`src/rtl/add_arbiter.sv`:
```
// add_arbiter: round-robin sharing of one start/finish sign-magnitude add/sub unit
// between two requesters, with -0 normalisation, overflow flag and a hang watchdog.
module add_arbiter #(
   parameter int TIMEOUT = 8
) (
   input  logic        clk,
   input  logic        nRST,
   input  logic        req0,
   input  logic [15:0] a0,
   input  logic [15:0] b0,
   input  logic        sub0,
   input  logic        req1,
   input  logic [15:0] a1,
   input  logic [15:0] b1,
   input  logic        sub1,
   output logic        ack0,
   output logic        ack1,
   output logic        rsp_valid0,
   output logic        rsp_valid1,
   output logic [15:0] rsp_data,
   output logic        rsp_ovf,
   output logic        rsp_err,
   output logic        busy,
   output logic        add_start,
   output logic [15:0] add_in1,
   output logic [15:0] add_in2,
   output logic        add_sub,
   input  logic [15:0] add_out,
   input  logic        add_finish
);

   localparam int WD_W = $clog2(TIMEOUT);

   typedef enum logic [1:0] {
      S_IDLE  = 2'd0,
      S_RUN   = 2'd1,
      S_RESP  = 2'd2,
      S_DRAIN = 2'd3
   } state_t;

   state_t          r_state;
   logic            r_last;
   logic            r_gnt;
   logic [WD_W-1:0] r_wd;
   logic            r_ack0;
   logic            r_ack1;
   logic            r_rsp_valid0;
   logic            r_rsp_valid1;
   logic [15:0]     r_rsp_data;
   logic            r_rsp_ovf;
   logic            r_rsp_err;
   logic            r_start;
   logic [15:0]     r_in1;
   logic [15:0]     r_in2;
   logic            r_sub;

   logic            w_any_req;
   logic            w_sel;
   logic            w_eff_same;
   logic            w_ovf;
   logic [15:0]     w_data;
   logic            w_wd_expired;

   // On a tie the requester that did not win last time is chosen.
   assign w_any_req    = req0 | req1;
   assign w_sel        = (req0 && req1) ? ~r_last : req1;

   // Same effective signs means a magnitude add; a wrapped sum is smaller than a.
   assign w_eff_same   = (r_in1[15] == (r_in2[15] ^ r_sub));
   assign w_ovf        = w_eff_same && (add_out[14:0] < r_in1[14:0]);
   assign w_data       = (add_out[14:0] == 15'd0) ? 16'h0000 : add_out;
   assign w_wd_expired = (r_wd == WD_W'(TIMEOUT - 1));

   // NOTE: every register here, state included, uses non-blocking assignment and
   // the asynchronous active-low reset, so the adder and arbiter clear together.
   always_ff @(posedge clk or negedge nRST) begin
      if (!nRST) begin
         r_state      <= S_IDLE;
         r_last       <= 1'b1;
         r_gnt        <= 1'b0;
         r_wd         <= '0;
         r_ack0       <= 1'b0;
         r_ack1       <= 1'b0;
         r_rsp_valid0 <= 1'b0;
         r_rsp_valid1 <= 1'b0;
         r_rsp_data   <= 16'h0000;
         r_rsp_ovf    <= 1'b0;
         r_rsp_err    <= 1'b0;
         r_start      <= 1'b0;
         r_in1        <= 16'h0000;
         r_in2        <= 16'h0000;
         r_sub        <= 1'b0;
      end else begin
         r_ack0       <= 1'b0;
         r_ack1       <= 1'b0;
         r_rsp_valid0 <= 1'b0;
         r_rsp_valid1 <= 1'b0;

         case (r_state)
            S_IDLE: begin
               if (w_any_req) begin
                  r_gnt   <= w_sel;
                  r_last  <= w_sel;
                  r_in1   <= w_sel ? a1 : a0;
                  r_in2   <= w_sel ? b1 : b0;
                  r_sub   <= w_sel ? sub1 : sub0;
                  r_ack0  <= ~w_sel;
                  r_ack1  <= w_sel;
                  r_start <= 1'b1;
                  r_wd    <= '0;
                  r_state <= S_RUN;
               end
            end

            S_RUN: begin
               if (add_finish) begin
                  r_rsp_data   <= w_data;
                  r_rsp_ovf    <= w_ovf;
                  r_rsp_err    <= 1'b0;
                  r_start      <= 1'b0;
                  r_rsp_valid0 <= ~r_gnt;
                  r_rsp_valid1 <= r_gnt;
                  r_state      <= S_RESP;
               end else if (w_wd_expired) begin
                  r_rsp_data   <= 16'h0000;
                  r_rsp_ovf    <= 1'b0;
                  r_rsp_err    <= 1'b1;
                  r_start      <= 1'b0;
                  r_rsp_valid0 <= ~r_gnt;
                  r_rsp_valid1 <= r_gnt;
                  r_state      <= S_RESP;
               end else begin
                  r_wd <= r_wd + WD_W'(1);
               end
            end

            S_RESP: begin
               r_state <= S_DRAIN;
            end

            S_DRAIN: begin
               // Hold off until the adder has left FIN so a new start is not merged.
               if (!add_finish) begin
                  r_state <= S_IDLE;
               end
            end

            default: begin
               r_state <= S_IDLE;
            end
         endcase
      end
   end

   assign ack0       = r_ack0;
   assign ack1       = r_ack1;
   assign rsp_valid0 = r_rsp_valid0;
   assign rsp_valid1 = r_rsp_valid1;
   assign rsp_data   = r_rsp_data;
   assign rsp_ovf    = r_rsp_ovf;
   assign rsp_err    = r_rsp_err;
   assign busy       = (r_state != S_IDLE);
   assign add_start  = r_start;
   assign add_in1    = r_in1;
   assign add_in2    = r_in2;
   assign add_sub    = r_sub;

endmodule
```
`config.mk`:
```
export PLATFORM = sky130hd
export DESIGN_NAME = add_arbiter
export DESIGN_NICKNAME = d
export VERILOG_FILES = /design/src/rtl/add_arbiter.sv
export SDC_FILE = /design/constraint.sdc
export NUM_CORES = 1
export LEC_CHECK = 0
export CORE_UTILIZATION = 45
export DETAILED_ROUTE_END_ITERATION = 12
export HOLD_SLACK_MARGIN = 0.12
export PLACE_DENSITY = 0.86
export SYNTH_ARGS = -nofsm -noshare
export SYNTH_HDL_FRONTEND = slang
export SYNTH_SLANG_ARGS = --single-unit
```
`constraint.sdc`:
```
create_clock -name clk -period 3.2 [get_ports clk]
set_clock_uncertainty 0.1 [all_clocks]
set_input_delay 0.32 -clock clk [delete_from_list [all_inputs] [get_ports clk]]
set_output_delay 0.32 -clock clk [all_outputs]
set_load 0.01 [all_outputs]
```
==> tab_implementation.tex, run 1 <==
\begin{tabular}{lr}
\hline
Metric & Value \\
\hline
\multicolumn{2}{l}{\textbf{Route}} \\
\quad DRC & 0 \\
\quad Mean number of vias per cell & between 5 and 6 \\
\quad Final routed wire length divided by cell count & around 15 um \\
\quad Vias after detailed routing & approximately 2.7k \\
\quad Remaining antenna violation count after routing & 0 \\
\quad First DRT Iteration DRCs & 111 \\
\quad Drt pass-1 iters & 4 \\
\quad Detailed-route wire length & a little over 8000 um \\
\multicolumn{2}{l}{\textbf{Worst setup path}} \\
\quad Count of buffer and inverter cells on the critical path & 1 \\
\quad Crit path kind & flip-flop to flip-flop \\
\quad Family of cells with the greatest summed delay on the critical path & simple AND/OR/NAND/NOR gates \\
\quad Crit end category & flip-flop \\
\quad Biggest cell delay along the critical path & $\sim$0.58 ns \\
\quad Largest fanout of any net on the critical path & 18 \\
\quad Crit path DAT & approximately 2.4 ns \\
\quad Cell with the largest stage delay on the worst path & sky130\_fd\_sc\_hd\_\_and2\_1 \\
\quad Critical path, cell by cell & inv\_1 -> ha\_1 -> and2\_1 -> nand3b\_1 -> a2111oi\_2 -> a22o\_1 \\
\quad Startpoint type of the worst setup path & flip-flop \\
\quad Data required, critical path & $\sim$3.4 ns \\
\multicolumn{2}{l}{\textbf{CTS}} \\
\quad Number of resized instances in the post-cts repair step & 0 \\
\quad CTS buffer count & 9 \\
\quad Maximum buffer depth of the clock tree & 2 \\
\quad Post-CTS setup-driven buffer insertion count & 0 \\
\quad Clock latency at the later pin of the worst-skew pair & around 0.33 ns \\
\quad Sinks on the clock net & between 60 and 70 \\
\quad \# hold bufs at CTS & 1 \\
\quad TritonCTS clock tree & done \\
\quad Root buf cell & sky130\_fd\_sc\_hd\_\_clkbuf\_8 \\
\quad Clock-pin slew reported for the worst setup and hold paths after clock tree synthesis & about 0.070 ns \\
\quad Clock H-tree levels & 3 \\
\multicolumn{2}{l}{\textbf{Layout}} \\
\quad Post-layout net count & 542 \\
\quad Share of post-route cells with drive strength above 1 & 0.0525 \\
\quad Multi-input gate area & between 1000 and 1500 um\^{}2 \\
\quad FF/Latch Area & about 1600 um\^{}2 \\
\quad Final cell area excluding filler cells & slightly below 5000 um\^{}2 \\
\quad ANT cells & 0 \\
\quad Filler cell count in the final layout & between 500 and 600 \\
\quad Area added between synthesis and finish & 52.4\% \\
\multicolumn{2}{l}{\textbf{Logic synthesis}} \\
\quad Count of flip-flops with a built-in enable after synthesis & 0 \\
\quad Total standard cell area after synthesis & 3150 um\^{}2 \\
\quad Synth top cells by count & 62 x sky130\_fd\_sc\_hd\_\_dfrtp\_1, 40 x sky130\_fd\_sc\_hd\_\_nand2\_1, 32 x sky130\_fd\_sc\_hd\_\_mux2i\_1 \\
\quad Warnings, synthesis & 0 \\
\quad Post-synth top area share & 0.492 \\
\quad Mapped Avg Cell Area & about 11 um\^{}2 \\
\quad Number of synthesized register bits & 63 \\
\quad Leading cell type by number of instances after synthesis & sky130\_fd\_sc\_hd\_\_dfrtp\_1 \\
\quad Main area contributors after synthesis & sky130\_fd\_sc\_hd\_\_dfrtp\_1 49\%, sky130\_fd\_sc\_hd\_\_mux2i\_1 10\%, sky130\_fd\_sc\_hd\_\_ha\_1 7.9\% \\
\quad Synth Instances & roughly 290 \\
\quad Proportion of synthesized chip area in sequential cells & 0.500 \\
\quad Cell taking the most area after synthesis & sky130\_fd\_sc\_hd\_\_dfrtp\_1 \\
\quad Netlist cell types & 38 \\
\quad Post-synthesis async set-or-reset flop share & 1.00 \\
\quad Synthesized net count & 400 \\
\quad Most used flip-flop cell after synthesis & sky130\_fd\_sc\_hd\_\_dfrtp\_1 \\
\multicolumn{2}{l}{\textbf{Global route}} \\
\quad Met3 Resource Use GR & 0.0731 \\
\quad Met1 Track Usage GR & 0.266 \\
\quad First-pass GRT wire length & about 13,000 um \\
\quad Remaining global-route overflow & 0 \\
\quad Largest net degree at the start of global routing & 68 \\
\quad Met2 Resource Use GR & 0.404 \\
\quad Initial antenna violation count & 0 \\
\quad Overall routing resource usage & 0.233 \\
\quad Highest-utilization routing layer at the global route stage & met2 \\
\quad Vias in the first global route & approximately 2.8k \\
\multicolumn{2}{l}{\textbf{STA}} \\
\quad Clock period minus final worst setup slack & $\sim$2.3 ns \\
\quad Worst Max-Slew Pin Slew & about 0.81 ns \\
\quad Unrepaired setup endpoints after global routing & false \\
\quad Final setup viols & 0 \\
\quad Setup\_tns & 0 ns \\
\quad Slew margin rel. & 0.460 \\
\quad Total count of hold-check failures in the final report & 0 \\
\quad Top achievable clock speed & 0.444 GHz \\
\quad Max Transition Viols Final & 0 \\
\quad Crit share post-route & 0.704 \\
\multicolumn{2}{l}{\textbf{Power and ir drop}} \\
\quad Leakage & around 2.2 nW \\
\quad Cell Pwr Density & around 840 nW/um\^{}2 \\
\quad IR Drop Worst-Case VDD & approximately 0.42 mV \\
\multicolumn{2}{l}{\textbf{Status}} \\
\quad Result of the run & finished, final reports clean \\
\multicolumn{2}{l}{\textbf{Worst hold path}} \\
\quad Class of the tightest hold or removal check & flip-flop to flip-flop \\
\multicolumn{2}{l}{\textbf{Placement}} \\
\quad Total half-perimeter wirelength after legalization and detailed placement & roughly 6300 um \\
\quad Port bufs & 143 \\
\quad Final GP Congestion & 0.832 \\
\quad Placed cell areas & around 4600 um\^{}2 \\
\multicolumn{2}{l}{\textbf{Floorplanning}} \\
\quad Height of the chip & between 80 and 90 um \\
\quad Overall die area & between 7000 and 8000 um\^{}2 \\
\quad Die Span X & around 86 um \\
\quad Number of primary I/O pins & $\sim$140 \\
\quad Effective utilization at floorplan & 0.464 \\
\quad Site row count & 30 \\
\quad Core Area & between 6000 and 7000 um\^{}2 \\
\multicolumn{2}{l}{\textbf{Job}} \\
\quad Number of maximum-capacitance violations & 0 \\
\hline
\end{tabular}
-- path summary, 6_finish.rpt --
path	end	cells past startpoint	slack, ns	from
max in group asynchronous	add_in2[6]	3	1.63	nRST
worst min-delay path	add_in2[0]	2	0.38	add_in2[0]
worst min register to register	add_in2[0]	2	0.38	add_in2[0]
worst max-delay path	rsp_ovf	6	0.95	r_state[1]
min in group asynchronous	add_in2[9]	2	0.51	nRST
worst max register to register	rsp_ovf	6	0.95	r_state[1]
-- placed cells by master (no fill, tap or decap), types with 3 or more instances in the layout --
master / Yosys / layout
sky130_fd_sc_hd__o21ai_0: 8 / 8
sky130_fd_sc_hd__ha_1: 20 / 20
sky130_fd_sc_hd__clkbuf_8: 0 / 11
sky130_fd_sc_hd__nand2_1: 40 / 40
sky130_fd_sc_hd__buf_4: 4 / 3
sky130_fd_sc_hd__o21ai_1: 29 / 29
sky130_fd_sc_hd__nor4_1: 3 / 3
sky130_fd_sc_hd__a22o_1: 21 / 21
sky130_fd_sc_hd__clkdlybuf4s50_1: 0 / 142
sky130_fd_sc_hd__a21o_1: 4 / 4
sky130_fd_sc_hd__nand4_1: 6 / 6
sky130_fd_sc_hd__inv_1: 17 / 17
sky130_fd_sc_hd__dfrtp_1: 62 / 62
sky130_fd_sc_hd__a21oi_1: 8 / 8
sky130_fd_sc_hd__nor2_1: 4 / 4
sky130_fd_sc_hd__mux2i_1: 32 / 32
-- flip-flops by register name, summed over array words and instances (netlist names), 2 cells and up --
name and flops:
r_wd 3, rsp_data 16, add_in1 16, r_state 2
add_in2 16
-- stage by stage --
step | util | total power (W) | setup WS (ns) | cells | hold slack (ns)
detailed placement | 0.682 | 0.00346 | 0.957 | 519 | 0.361
CTS | 0.707 | 0.00408 | 0.959 | 534 | 0.385
global route | 0.707 | 0.00434 | 0.821 | 534 | 0.417
global placement | 0.682 | 0.00337 | 1.02 | 519 | 0.357
floorplan | - | 0.00245 | 1.40 | 293 | -0.0756
finish | 0.707 | 0.00404 | 0.948 | 534 | 0.381
-- metal layers --
layer / vias to the layer above / part of all wire
li1: 1325 / -
met1: 1253 / 0.40
met2: 107 / 0.50
met3: 15 / 0.078
met4: 0 / 0.019
met5: - / 0
-- kinds of logic after synthesis --
| kind of cell | synth area share |
|---|---|
| AO/OA/AOI/OAI | 0.165 |
| AND/OR/NAND/NOR | 0.0916 |
| flip-flops | 0.500 |
| buffers and inverters | 0.0528 |
| multiplexers | 0.105 |
| adder cells (fa/ha/maj) | 0.0793 |
| XOR/XNOR | 0.00555 |
-- where the power goes --
part | total [W] | switching (W) | leakage, nW | internal, W
clock | 0.000599 | 0.000285 | 0.0854 | 0.000314
combinational | 0.00203 | 0.000939 | 1.29 | 0.00109
sequential | 0.00141 | 0.000250 | 0.785 | 0.00116
-- cell type report --
class	instances	area share
flip-flops and latches	63	0.328
repair buffers	147	0.304
multi-input cells	197	0.296
clock buffers	13	0.0331
well taps	96	0.0250
inverters	17	0.0133
clock inverters	1	0.00104
-- worst reg2reg max path, cell delays in order, from the launching register on --
cell	delay [ns]
sky130_fd_sc_hd__dfrtp_1	0.40
sky130_fd_sc_hd__inv_1	0.10
sky130_fd_sc_hd__ha_1	0.36
sky130_fd_sc_hd__and2_1	0.58
sky130_fd_sc_hd__nand3b_1	0.18
sky130_fd_sc_hd__a2111oi_2	0.28
sky130_fd_sc_hd__a22o_1	0.19
Note: power is estimated with default switching activity, not from simulation.
==> inputs of run 2 (changes only) <==
--- a/config.mk
+++ b/config.mk
@@ -5,10 +5,10 @@
 export SDC_FILE = /design/constraint.sdc
 export NUM_CORES = 1
 export LEC_CHECK = 0
-export CORE_UTILIZATION = 45
+export CORE_UTILIZATION = 42
 export DETAILED_ROUTE_END_ITERATION = 12
 export HOLD_SLACK_MARGIN = 0.12
-export PLACE_DENSITY = 0.86
+export PLACE_DENSITY = 0.81
 export SYNTH_ARGS = -nofsm -noshare
 export SYNTH_HDL_FRONTEND = slang
 export SYNTH_SLANG_ARGS = --single-unit
==> constraint.sdc (replaced) <==
create_clock -name clk -period 2.1 [get_ports clk]
set_clock_uncertainty 0.1 [all_clocks]
set_input_delay 0.21 -clock clk [delete_from_list [all_inputs] [get_ports clk]]
set_output_delay 0.21 -clock clk [all_outputs]
set_load 0.01 [all_outputs]
==> run 2 against run 1 <==
Net effect: via count down 0.11%; sequential power rose by 52%; count of clock-buffer cells in the layout is 3 lower; flip-flop and latch count is the same; total power increased by 58%; first-iteration DRC count is 12% lower; register-to-register slack got worse by 0.74 ns; non-clock buffer count increased by 3; hold slack worse by 0.069 ns; largest power group unchanged.
==> tab_implementation.tex, run 2 (same netlist as run 1, synthesis figures left out) <==
\begin{tabular}{lr}
\hline
Metric & Value \\
\hline
\multicolumn{2}{l}{\textbf{Worst setup path}} \\
\quad Crit path from & r\_state[0] \\
\quad Crit path DAT & between 1.5 and 2 ns \\
\quad Largest fanout of any net on the critical path & 7 \\
\quad R2R Setup Slk & roughly 0.21 ns \\
\quad Count of buffer and inverter cells on the critical path & 3 \\
\quad End of the worst register-to-register path & r\_wd[0] \\
\quad Path depth of the worst reg2reg path & 5 \\
\quad Biggest cell delay along the critical path & between 0.5 and 0.6 ns \\
\quad Family of cells with the greatest summed delay on the critical path & buffers and inverters \\
\quad Startpoint of the most critical register-to-register path & r\_wd[0] \\
\quad Startpoint type of the worst setup path & flip-flop \\
\quad Most numerous cell on the critical path & sky130\_fd\_sc\_hd\_\_inv\_1 \\
\quad Crit path kind & flip-flop to output port \\
\quad Critical path, cell by cell & inv\_1 -> ha\_4 -> inv\_1 -> clkdlybuf4s50\_1 \\
\quad Data required, critical path & about 1.8 ns \\
\quad Cell with the largest stage delay on the worst path & sky130\_fd\_sc\_hd\_\_clkdlybuf4s50\_1 \\
\quad Crit end category & output port \\
\multicolumn{2}{l}{\textbf{Global route}} \\
\quad Largest net degree at the start of global routing & about 70 \\
\quad Remaining global-route overflow & 0 \\
\quad First-pass GRT wire length & $\sim$13,000 um \\
\quad Overall routing resource usage & 0.213 \\
\quad Vias in the first global route & approximately 2.7k \\
\quad Initial antenna violation count & 0 \\
\multicolumn{2}{l}{\textbf{Layout}} \\
\quad ANT cells & 0 \\
\quad Multi-input gate area & 1430 um\^{}2 \\
\quad Area added between synthesis and finish & 56.1\% \\
\quad Number of non-filler instances in the completed layout & about 540 \\
\quad FF/Latch Area & 1580 um\^{}2 \\
\quad Commonest non-fill, non-tap cell in the layout & sky130\_fd\_sc\_hd\_\_clkdlybuf4s50\_1 \\
\quad Filler cell count in the final layout & 567 \\
\quad Share of post-route cells with drive strength above 1 & 0.0700 \\
\quad Post-layout net count & 545 \\
\quad Leading cell types in the layout, fill and taps excluded & 142 x sky130\_fd\_sc\_hd\_\_clkdlybuf4s50\_1, 62 x sky130\_fd\_sc\_hd\_\_dfrtp\_1, 40 x sky130\_fd\_sc\_hd\_\_nand2\_1, 32 x sky130\_fd\_sc\_hd\_\_mux2i\_1, 29 x sky130\_fd\_sc\_hd\_\_o21ai\_1 \\
\multicolumn{2}{l}{\textbf{Floorplanning}} \\
\quad Site row count & 31 \\
\quad Number of primary I/O pins & 144 \\
\quad Height of the chip & roughly 89 um \\
\quad Effective utilization at floorplan & 0.435 \\
\quad Die Span X & roughly 90 um \\
\quad Overall die area & between 7000 and 8000 um\^{}2 \\
\quad Core Area & 7250 um\^{}2 \\
\multicolumn{2}{l}{\textbf{Worst hold path}} \\
\quad Class of the tightest hold or removal check & primary input to async pin \\
\multicolumn{2}{l}{\textbf{Route}} \\
\quad Final routed wire length divided by cell count & 14.6 um \\
\quad Mean number of vias per cell & around 5.0 \\
\quad First DRT Iteration DRCs & 98 \\
\quad Remaining antenna violation count after routing & 0 \\
\quad Drt pass-1 iters & 4 \\
\quad Detailed-route wire length & 7930 um \\
\quad DRC & 0 \\
\quad Vias after detailed routing & $\sim$2.7k \\
\multicolumn{2}{l}{\textbf{Placement}} \\
\quad Port bufs & $\sim$140 \\
\quad DP Cell Count & $\sim$530 \\
\quad Total half-perimeter wirelength after legalization and detailed placement & roughly 6200 um \\
\quad Final GP Congestion & roughly 0.74 \\
\multicolumn{2}{l}{\textbf{Power and ir drop}} \\
\quad Portion of total power attributed to the clock network & 0.168 \\
\quad Sequential Power Share & 0.335 \\
\quad Net switching power & roughly 0.0023 W \\
\quad Leakage & between 2 and 2.5 nW \\
\quad Cell internal power dissipation & a little over 0.004 W \\
\quad Gate power share & 0.497 \\
\quad IR Drop Worst-Case VDD & around 0.59 mV \\
\quad Cell Pwr Density & approximately 1300 nW/um\^{}2 \\
\quad Switching Share & 0.359 \\
\multicolumn{2}{l}{\textbf{Status}} \\
\quad Result of the run & finished, final reports clean \\
\multicolumn{2}{l}{\textbf{CTS}} \\
\quad Clock H-tree levels & 3 \\
\quad Clock latency at the later pin of the worst-skew pair & roughly 0.33 ns \\
\quad Clock-pin slew reported for the worst setup and hold paths after clock tree synthesis & roughly 0.08 ns \\
\quad TritonCTS clock tree & done \\
\quad Maximum buffer depth of the clock tree & 2 \\
\quad Root buf cell & sky130\_fd\_sc\_hd\_\_clkbuf\_8 \\
\quad CTS buffer count & 9 \\
\quad Sinks on the clock net & between 60 and 70 \\
\quad Post-CTS setup-driven buffer insertion count & 0 \\
\multicolumn{2}{l}{\textbf{STA}} \\
\quad Worst Max-Slew Pin Slew & $\sim$0.47 ns \\
\quad Final setup viols & 0 \\
\quad Unrepaired setup endpoints after global routing & false \\
\quad Total count of hold-check failures in the final report & 0 \\
\quad Slew margin rel. & 0.688 \\
\quad Top achievable clock speed & $\sim$0.5 GHz \\
\quad Setup\_tns & 0 ns \\
\quad Max Transition Viols Final & 0 \\
\quad Worst hold margin & approximately 0.31 ns \\
\quad Crit share post-route & 0.943 \\
\quad Clock period minus final worst setup slack & around 2.0 ns \\
\multicolumn{2}{l}{\textbf{Job}} \\
\quad Number of maximum-capacitance violations & 0 \\
\hline
\end{tabular}
run 2: per-layer routing:
layer  global-route usage  part of all wire  wire length [um]
met5                    0                 0                 0
met4               0.0748             0.013               104
met3               0.0606             0.074               583
met2                0.361              0.51              4010
met1                0.260              0.41              3230
run 2: worst min-delay path, stage by stage:
cell	delay, ns
sky130_fd_sc_hd__dlygate4sd3_1	0.52
sky130_fd_sc_hd__buf_2	0.11
sky130_fd_sc_hd__buf_4	0.32
run 2: area by class of cell:
| type | count | share of cell area |
|---|---|---|
| clock buffer | 10 | 0.0279 |
| clock inverter | 6 | 0.0140 |
| multi-input combinational | 197 | 0.291 |
| inverter | 17 | 0.0130 |
| tap | 99 | 0.0252 |
| timing repair buffer | 150 | 0.308 |
| sequential | 63 | 0.320 |
run 2: repair_timing:
action	CTS	global route
gates resized for setup	1	1
cloned	0	0
endpoints found under the hold margin	63	0
hold buffers	1	0
setup endpoints to repair	1	1
run 2: how the worst max path moves through the flow:
stage	endpoint	slack, ns	cells past startpoint
after global placement	rsp_ovf	0.12	7
after floorplan	r_wd[0]	0.30	6
after CTS	busy	0.06	4
after global routing	busy	0.05	4
after detailed placement	rsp_ovf	0.05	7
final	busy	0.12	4
run 2: through the flow:
stage / utilization / total power, W / cell area [um^2] / setup WS (ns)
2_1_floorplan: - / 0.00374 / 3150 / 0.305
3_3_place_gp: 0.647 / 0.00520 / 4700 / 0.122
3_5_place_dp: 0.647 / 0.00532 / 4700 / 0.0488
4_1_cts: 0.678 / 0.00642 / 4910 / 0.0566
5_1_grt: 0.679 / 0.00686 / 4920 / 0.0520
6_report: 0.679 / 0.00638 / 4920 / 0.119
run 2: power groups by stage:
stage	Combinational [W]	Clock [W]	Sequential, W
floorplan	0.00141	0	0.00233
global placement	0.00307	0	0.00214
detailed placement	0.00316	0	0.00216
CTS	0.00318	0.00110	0.00214
global route	0.00351	0.00114	0.00221
finish	0.00317	0.00107	0.00214
==> variant 1, RTL diff (config.mk and constraints of run 2) <==
The 4 states of `state_t` get a one-hot encoding in 4 bits.
--- a/src/rtl/add_arbiter.sv
+++ b/src/rtl/add_arbiter.sv
@@ -31,11 +31,11 @@
 
    localparam int WD_W = $clog2(TIMEOUT);
 
-   typedef enum logic [1:0] {
-      S_IDLE  = 2'd0,
-      S_RUN   = 2'd1,
-      S_RESP  = 2'd2,
-      S_DRAIN = 2'd3
+   typedef enum logic [3:0] {
+      S_IDLE  = 4'b0001,
+      S_RUN   = 4'b0010,
+      S_RESP  = 4'b0100,
+      S_DRAIN = 4'b1000
    } state_t;
 
    state_t          r_state;
Behaviour: no difference found for any inputs over 10 cycles, from zero or initial values and one cycle with nRST low; not proved beyond that.
==> variant 1 against run 2 <==
Sequential cell count up 2. Synthesized area up 0.87%. Critical path depth down 1. Routed wire length up 3.1%. Sequential power up 3%. Final area up 0.76%. Setup slack worse by 0.022 ns. Count of clock-buffer cells in the layout up 1. Core utilization up 0.15 points. Total power up 3.7%.
==> variant 1: results (changes against run 2) <==
- GP Congestion: 0.8036 (was 0.7429)
- Worst reg2reg path depth: 6 (was 5)
- Layout cells sized above 1: 0.07483 (was 0.06998)
- Drt via density: 4.996 (was 4.976)
- Status: completed (unchanged)
- Switching pwr: 2.257 mW (was 2.292 mW)
- Met2 usage: 0.3664 (was 0.3608)
- Syn_nets: 391 (was 400)
- Leakage: 2.238 nW (was 2.206 nW)
- Met3 Track Usage GR: 0.04986 (was 0.06063)
- Compound-Gate Fraction of Synth Area: 0.1486 (was 0.1654)
- Global-route wire length before repair: 12620 um (was 12580 um)
- Mux contribution to synthesized area: 0.1101 (was 0.1051)
- Dpl cells: 523 (was 525)
- Cell count after synthesis: 288 (was 293)
- Non-Filler Instances: 540 (was 542)
- WL per Instance: 15.14 um (was 14.63 um)
- Post-synthesis sequential area ratio: 0.5120 (was 0.5002)
- Number of global-route vias before repair: 2719 (was 2656)
- Critical path fanouts, max: 3 (was 7)
- Max transition margin: 0.7582 (was 0.6881)
- Initial DRC count: 90 (was 98)
- Unique masters post-synth: 37 (was 38)
- Synth Area in Adders: 0.06292 (was 0.07933)
- # fillers: 606 (was 567)
- DP Worst Slack: 0.1875 ns (was 0.04880 ns)
- Synth cell count leaders: 63 x dfrtp_1, 41 x nor2_1, 39 x a21oi_1, 35 x mux2i_1, 17 x a22o_1 (was 62 x dfrtp_1, 40 x nand2_1, 32 x mux2i_1, 29 x o21ai_1, 21 x a22o_1)
variant 1: cell types whose count changed after synthesis, sizes merged, moves of 5 or more:
cell,before,now
buf,10,15
clkbuf,6,0
a21oi,9,39
nand2,41,5
o21ai,38,4
nor2,4,42
variant 1: timing repair:
item | 4_1_cts | 5_1_grt
hold buffers | 1 | 0
setup endpoints to repair | 0 | 0
resized for setup | 0 | 0
hold endpoints to repair | 65 | 0
buffers inserted | 0 | 0
variant 1: metal layers:
| metal | share of wire | routed length, um |
|---|---|---|
| met1 | 0.42 | 3404 |
| met2 | 0.50 | 4105 |
| met3 | 0.061 | 496 |
| met4 | 0.021 | 168 |
| met5 | 0 | 0 |
variant 1: cells by family after synthesis:
kind of cell	count (synthesis)
multiplexers	35
XOR/XNOR	2
AND/OR/NAND/NOR	66
flip-flops	65
buffers and inverters	31
adder cells (fa/ha/maj)	16
AO/OA/AOI/OAI	73
variant 1: worst max-delay path, cell delays in order, from the launching register on:
cell and delay (ns):
dfstp_2 0.54, nor2b_1 0.18, nand2_1 0.15, clkdlybuf4s50_1 0.51
variant 1: worst paths after layout:
path / start / endpoint / slack [ns]
min in group clk: r_wd[0] / r_wd[0] / 0.39
worst min register to register: r_wd[0] / r_wd[0] / 0.39
worst min-delay path: nRST / rsp_valid0 / 0.32
worst max-delay path: r_state[0] / busy / 0.1
max in group asynchronous: nRST / r_last / 1.24
worst max register to register: r_state[0] / add_in2[12] / 0.42
variant 1: through the flow:
step / utilization / power [mW] / hold slack, ns
2_1_floorplan: - / 3.844 / -0.1856
3_3_place_gp: 0.6457 / 5.256 / 0.1538
3_5_place_dp: 0.6457 / 5.373 / 0.1553
4_1_cts: 0.6805 / 6.705 / 0.3363
5_1_grt: 0.6805 / 7.085 / 0.3607
6_report: 0.6805 / 6.616 / 0.3221
variant 1: area by class of cell:
| class | count | area, um2 | area share |
|---|---|---|---|
| multi-input combinational | 192 | 1371 | 0.2763 |
| clock inverter | 5 | 102.6 | 0.02068 |
| inverter | 16 | 60.06 | 0.01210 |
| clock buffer | 11 | 141.4 | 0.02849 |
| tap | 99 | 123.9 | 0.02496 |
| timing repair buffer | 152 | 1534 | 0.3091 |
| sequential | 65 | 1629 | 0.3283 |
variant 1: power groups by stage:
| stage | Combinational (mW) | Sequential (mW) | Clock, mW |
|---|---|---|---|
| 2_1_floorplan | 1.45 | 2.39 | 0 |
| 3_3_place_gp | 3.07 | 2.19 | 0 |
| 3_5_place_dp | 3.15 | 2.22 | 0 |
| 4_1_cts | 3.17 | 2.20 | 1.33 |
| 5_1_grt | 3.44 | 2.27 | 1.37 |
| 6_report | 3.13 | 2.20 | 1.29 |
==> variant 2, RTL diff (config.mk and constraints of run 2) <==
Made on the original files. The parameter `TIMEOUT` goes from 8 to 16.
--- a/src/rtl/add_arbiter.sv
+++ b/src/rtl/add_arbiter.sv
@@ -1,7 +1,7 @@
 // add_arbiter: round-robin sharing of one start/finish sign-magnitude add/sub unit
 // between two requesters, with -0 normalisation, overflow flag and a hang watchdog.
 module add_arbiter #(
-   parameter int TIMEOUT = 8
+   parameter int TIMEOUT = 16
 ) (
    input  logic        clk,
    input  logic        nRST,
Behaviour: not the same (Yosys sat finds a counterexample within 10 cycles, from zero or initial values and one cycle with nRST low).
==> variant 2 against run 2 <==
Die area grew 0.11%. Sequential cell count rose by 1. Total power shrank 3.0%. Sequential share of layout area rose by 0.57 points. Routed wire length increased by 4.5%. Non-clock buffer count up 1. Clock power is 16% lower. Final area decreased by 0.20%. Synthesized cell count rose by 2.7%. Synthesized area increased by 0.12%. First-iteration DRC count grew 51%. Global-route usage grew 1.8 points. Setup slack lost 0.051 ns.
==> variant 2: results (changes against run 2) <==
- Worst path top cell family by delay: buffers and inverters (unchanged)
- Syn_nets: 407 (was 400)
- Dpl cells: 533 (was 525)
- Layout cells sized above 1: 0.05987 (was 0.06998)
- Global-route wire length before repair: 13570 um (was 12580 um)
- CTS root buffer: clkbuf_8 (unchanged)
- DP Worst Slack: 0.06847 ns (was 0.04880 ns)
- # fillers: 591 (was 567)
- Min-delay worst type: input port to async pin (unchanged)
- Post-DP HPWL: 6397 um (was 6247 um)
- Unique masters post-synth: 34 (was 38)
- Register area: 1603 um2 (was 1578 um2)
- Antenna violations before repair: 0 (unchanged)
- Critical path fanouts, max: 9 (was 7)
- Antenna cells: 0 (unchanged)
- # nets final: 552 (was 545)
- TritonCTS Buffers: 9 (unchanged)
- Top cells by area, synth: dfrtp_1 50%, mux2i_1 10%, ha_1 7.5% (was dfrtp_1 49%, mux2i_1 10%, ha_1 7.9%)
- PortBufs: 143 (unchanged)
- Number of global-route vias before repair: 2889 (was 2656)
- Slowest CP cell: clkdlybuf4s50_1 (unchanged)
- Max transition margin: 0.6750 (was 0.6881)
- CP max stage delay: 0.48 ns (was 0.53 ns)
- Post-synth ARST share: 1.000 (unchanged)
- Total routed wirelength: 8289 um (was 7931 um)
- Drt via density: 5.067 (was 4.976)
- CTS H-tree lvls: 3 (unchanged)
- Leakage: 2.189 nW (was 2.206 nW)
- GRT Util Overall: 0.2308 (was 0.2130)
- WL per Instance: 15.07 um (was 14.63 um)
- Synth cell count leaders: 63 x dfrtp_1, 41 x o21ai_0, 38 x nand2_1, 33 x mux2i_1 (was 62 x dfrtp_1, 40 x nand2_1, 32 x mux2i_1, 29 x o21ai_1, 21 x a22o_1)
- Ys Warns: 0 (unchanged)
- Syn avg cell area: 10.49 um2 (was 10.77 um2)
- Clock-pin slew on the worst setup and hold paths: 0.07 ns
- First-pass DRT Iterations: 4 (unchanged)
- Synth Flop Type: dfrtp_1 (unchanged)
- Worst EP arrival: 1.72 ns (was 1.67 ns)
- Longest Clk Path Bufs: 2 (unchanged)
- Status: completed (unchanged)
- Initial DRC count: 148 (was 98)
- Post-synthesis sequential area ratio: 0.5075 (was 0.5002)
- GP Congestion: 0.7824 (was 0.7429)
- Largest net degree at the start of global routing: 65 (was 72)
- VDD IR-drop max: 0.5369 mV (was 0.5907 mV)
- Clk_lat worst skew: 0.32 ns
[variant 2: changes by cell type after synthesis, sizes merged, moves of 3 or more]
cell           run 2  this run
o21ai             38        45
clkbuf             6         9
a22o              21        16
nor2               4         8
nand2             41        38
nand3              1         4
[variant 2: layout make-up]
| type | count | area share |
|---|---|---|
| clock buffer | 15 | 0.03182 |
| clock inverter | 1 | 0.001018 |
| inverter | 19 | 0.01451 |
| multi-input combinational | 201 | 0.2907 |
| sequential | 64 | 0.3261 |
| tap | 99 | 0.02520 |
| timing repair buffer | 151 | 0.3106 |
[variant 2: through the flow]
| stage | utilization | area (um2) | setup TNS (ns) |
|---|---|---|---|
| finish | 0.6776 | 4915 | 0 |
| global route | 0.6776 | 4915 | -0.05085 |
| CTS | 0.6767 | 4908 | 0 |
| detailed placement | 0.6528 | 4735 | 0 |
| global placement | 0.6528 | 4735 | 0 |
| floorplan | - | 3158 | 0 |
[variant 2: worst register-to-register path: stages (launching register included)]
cell and delay, ns:
dfrtp_1 0.40, inv_1 0.11, ha_1 0.37, and2_1 0.23
nand3b_1 0.10, a2111oi_0 0.46, a22o_1 0.20
[variant 2: per-layer routing]
layer	vias to the layer above	wire (um)	GRT usage
met5	-	0	0
met4	0	180	0.1100
met3	17	512	0.05410
met2	109	4142	0.4021
met1	1307	3453	0.2678
li1	1354	-	-
[variant 2: report_power, final]
part	leakage [nW]	internal (mW)	switching, mW
Sequential	0.802	1.80	0.385
Clock	0.0817	0.462	0.433
Combinational	1.31	1.68	1.43
Total	2.19	3.94	2.25
[variant 2: kinds of logic after synthesis]
group,after synthesis,share of synthesized area
buffers and inverters,36,0.04992
XOR/XNOR,3,0.008322
AO/OA/AOI/OAI,80,0.1609
AND/OR/NAND/NOR,66,0.09351
flip-flops,64,0.5075
adder cells (fa/ha/maj),19,0.07528
multiplexers,33,0.1046
[variant 2: path summary, 6_finish.rpt]
path / from / end / slack, ns / cells after the start
max: r_state[0] / busy / 0.07 / 4
min: nRST / add_in1[14] / 0.31 / 3
max reg2reg: r_state[1] / rsp_ovf / 0.07 / 6
min reg2reg: add_in2[10] / add_in2[10] / 0.38 / 2
max in group asynchronous: nRST / r_last / 1.24 / 3
min in group clk: add_in2[10] / add_in2[10] / 0.38 / 2
[variant 2: what timing repair did]
action | CTS | global route
hold buffers | 1 | 0
setup buffers | 0 | 0
endpoints found under the hold margin | 64 | 0
pin swaps | 0 | 0
setup endpoints to repair | 1 | 3
gates resized for setup | 1 | 1
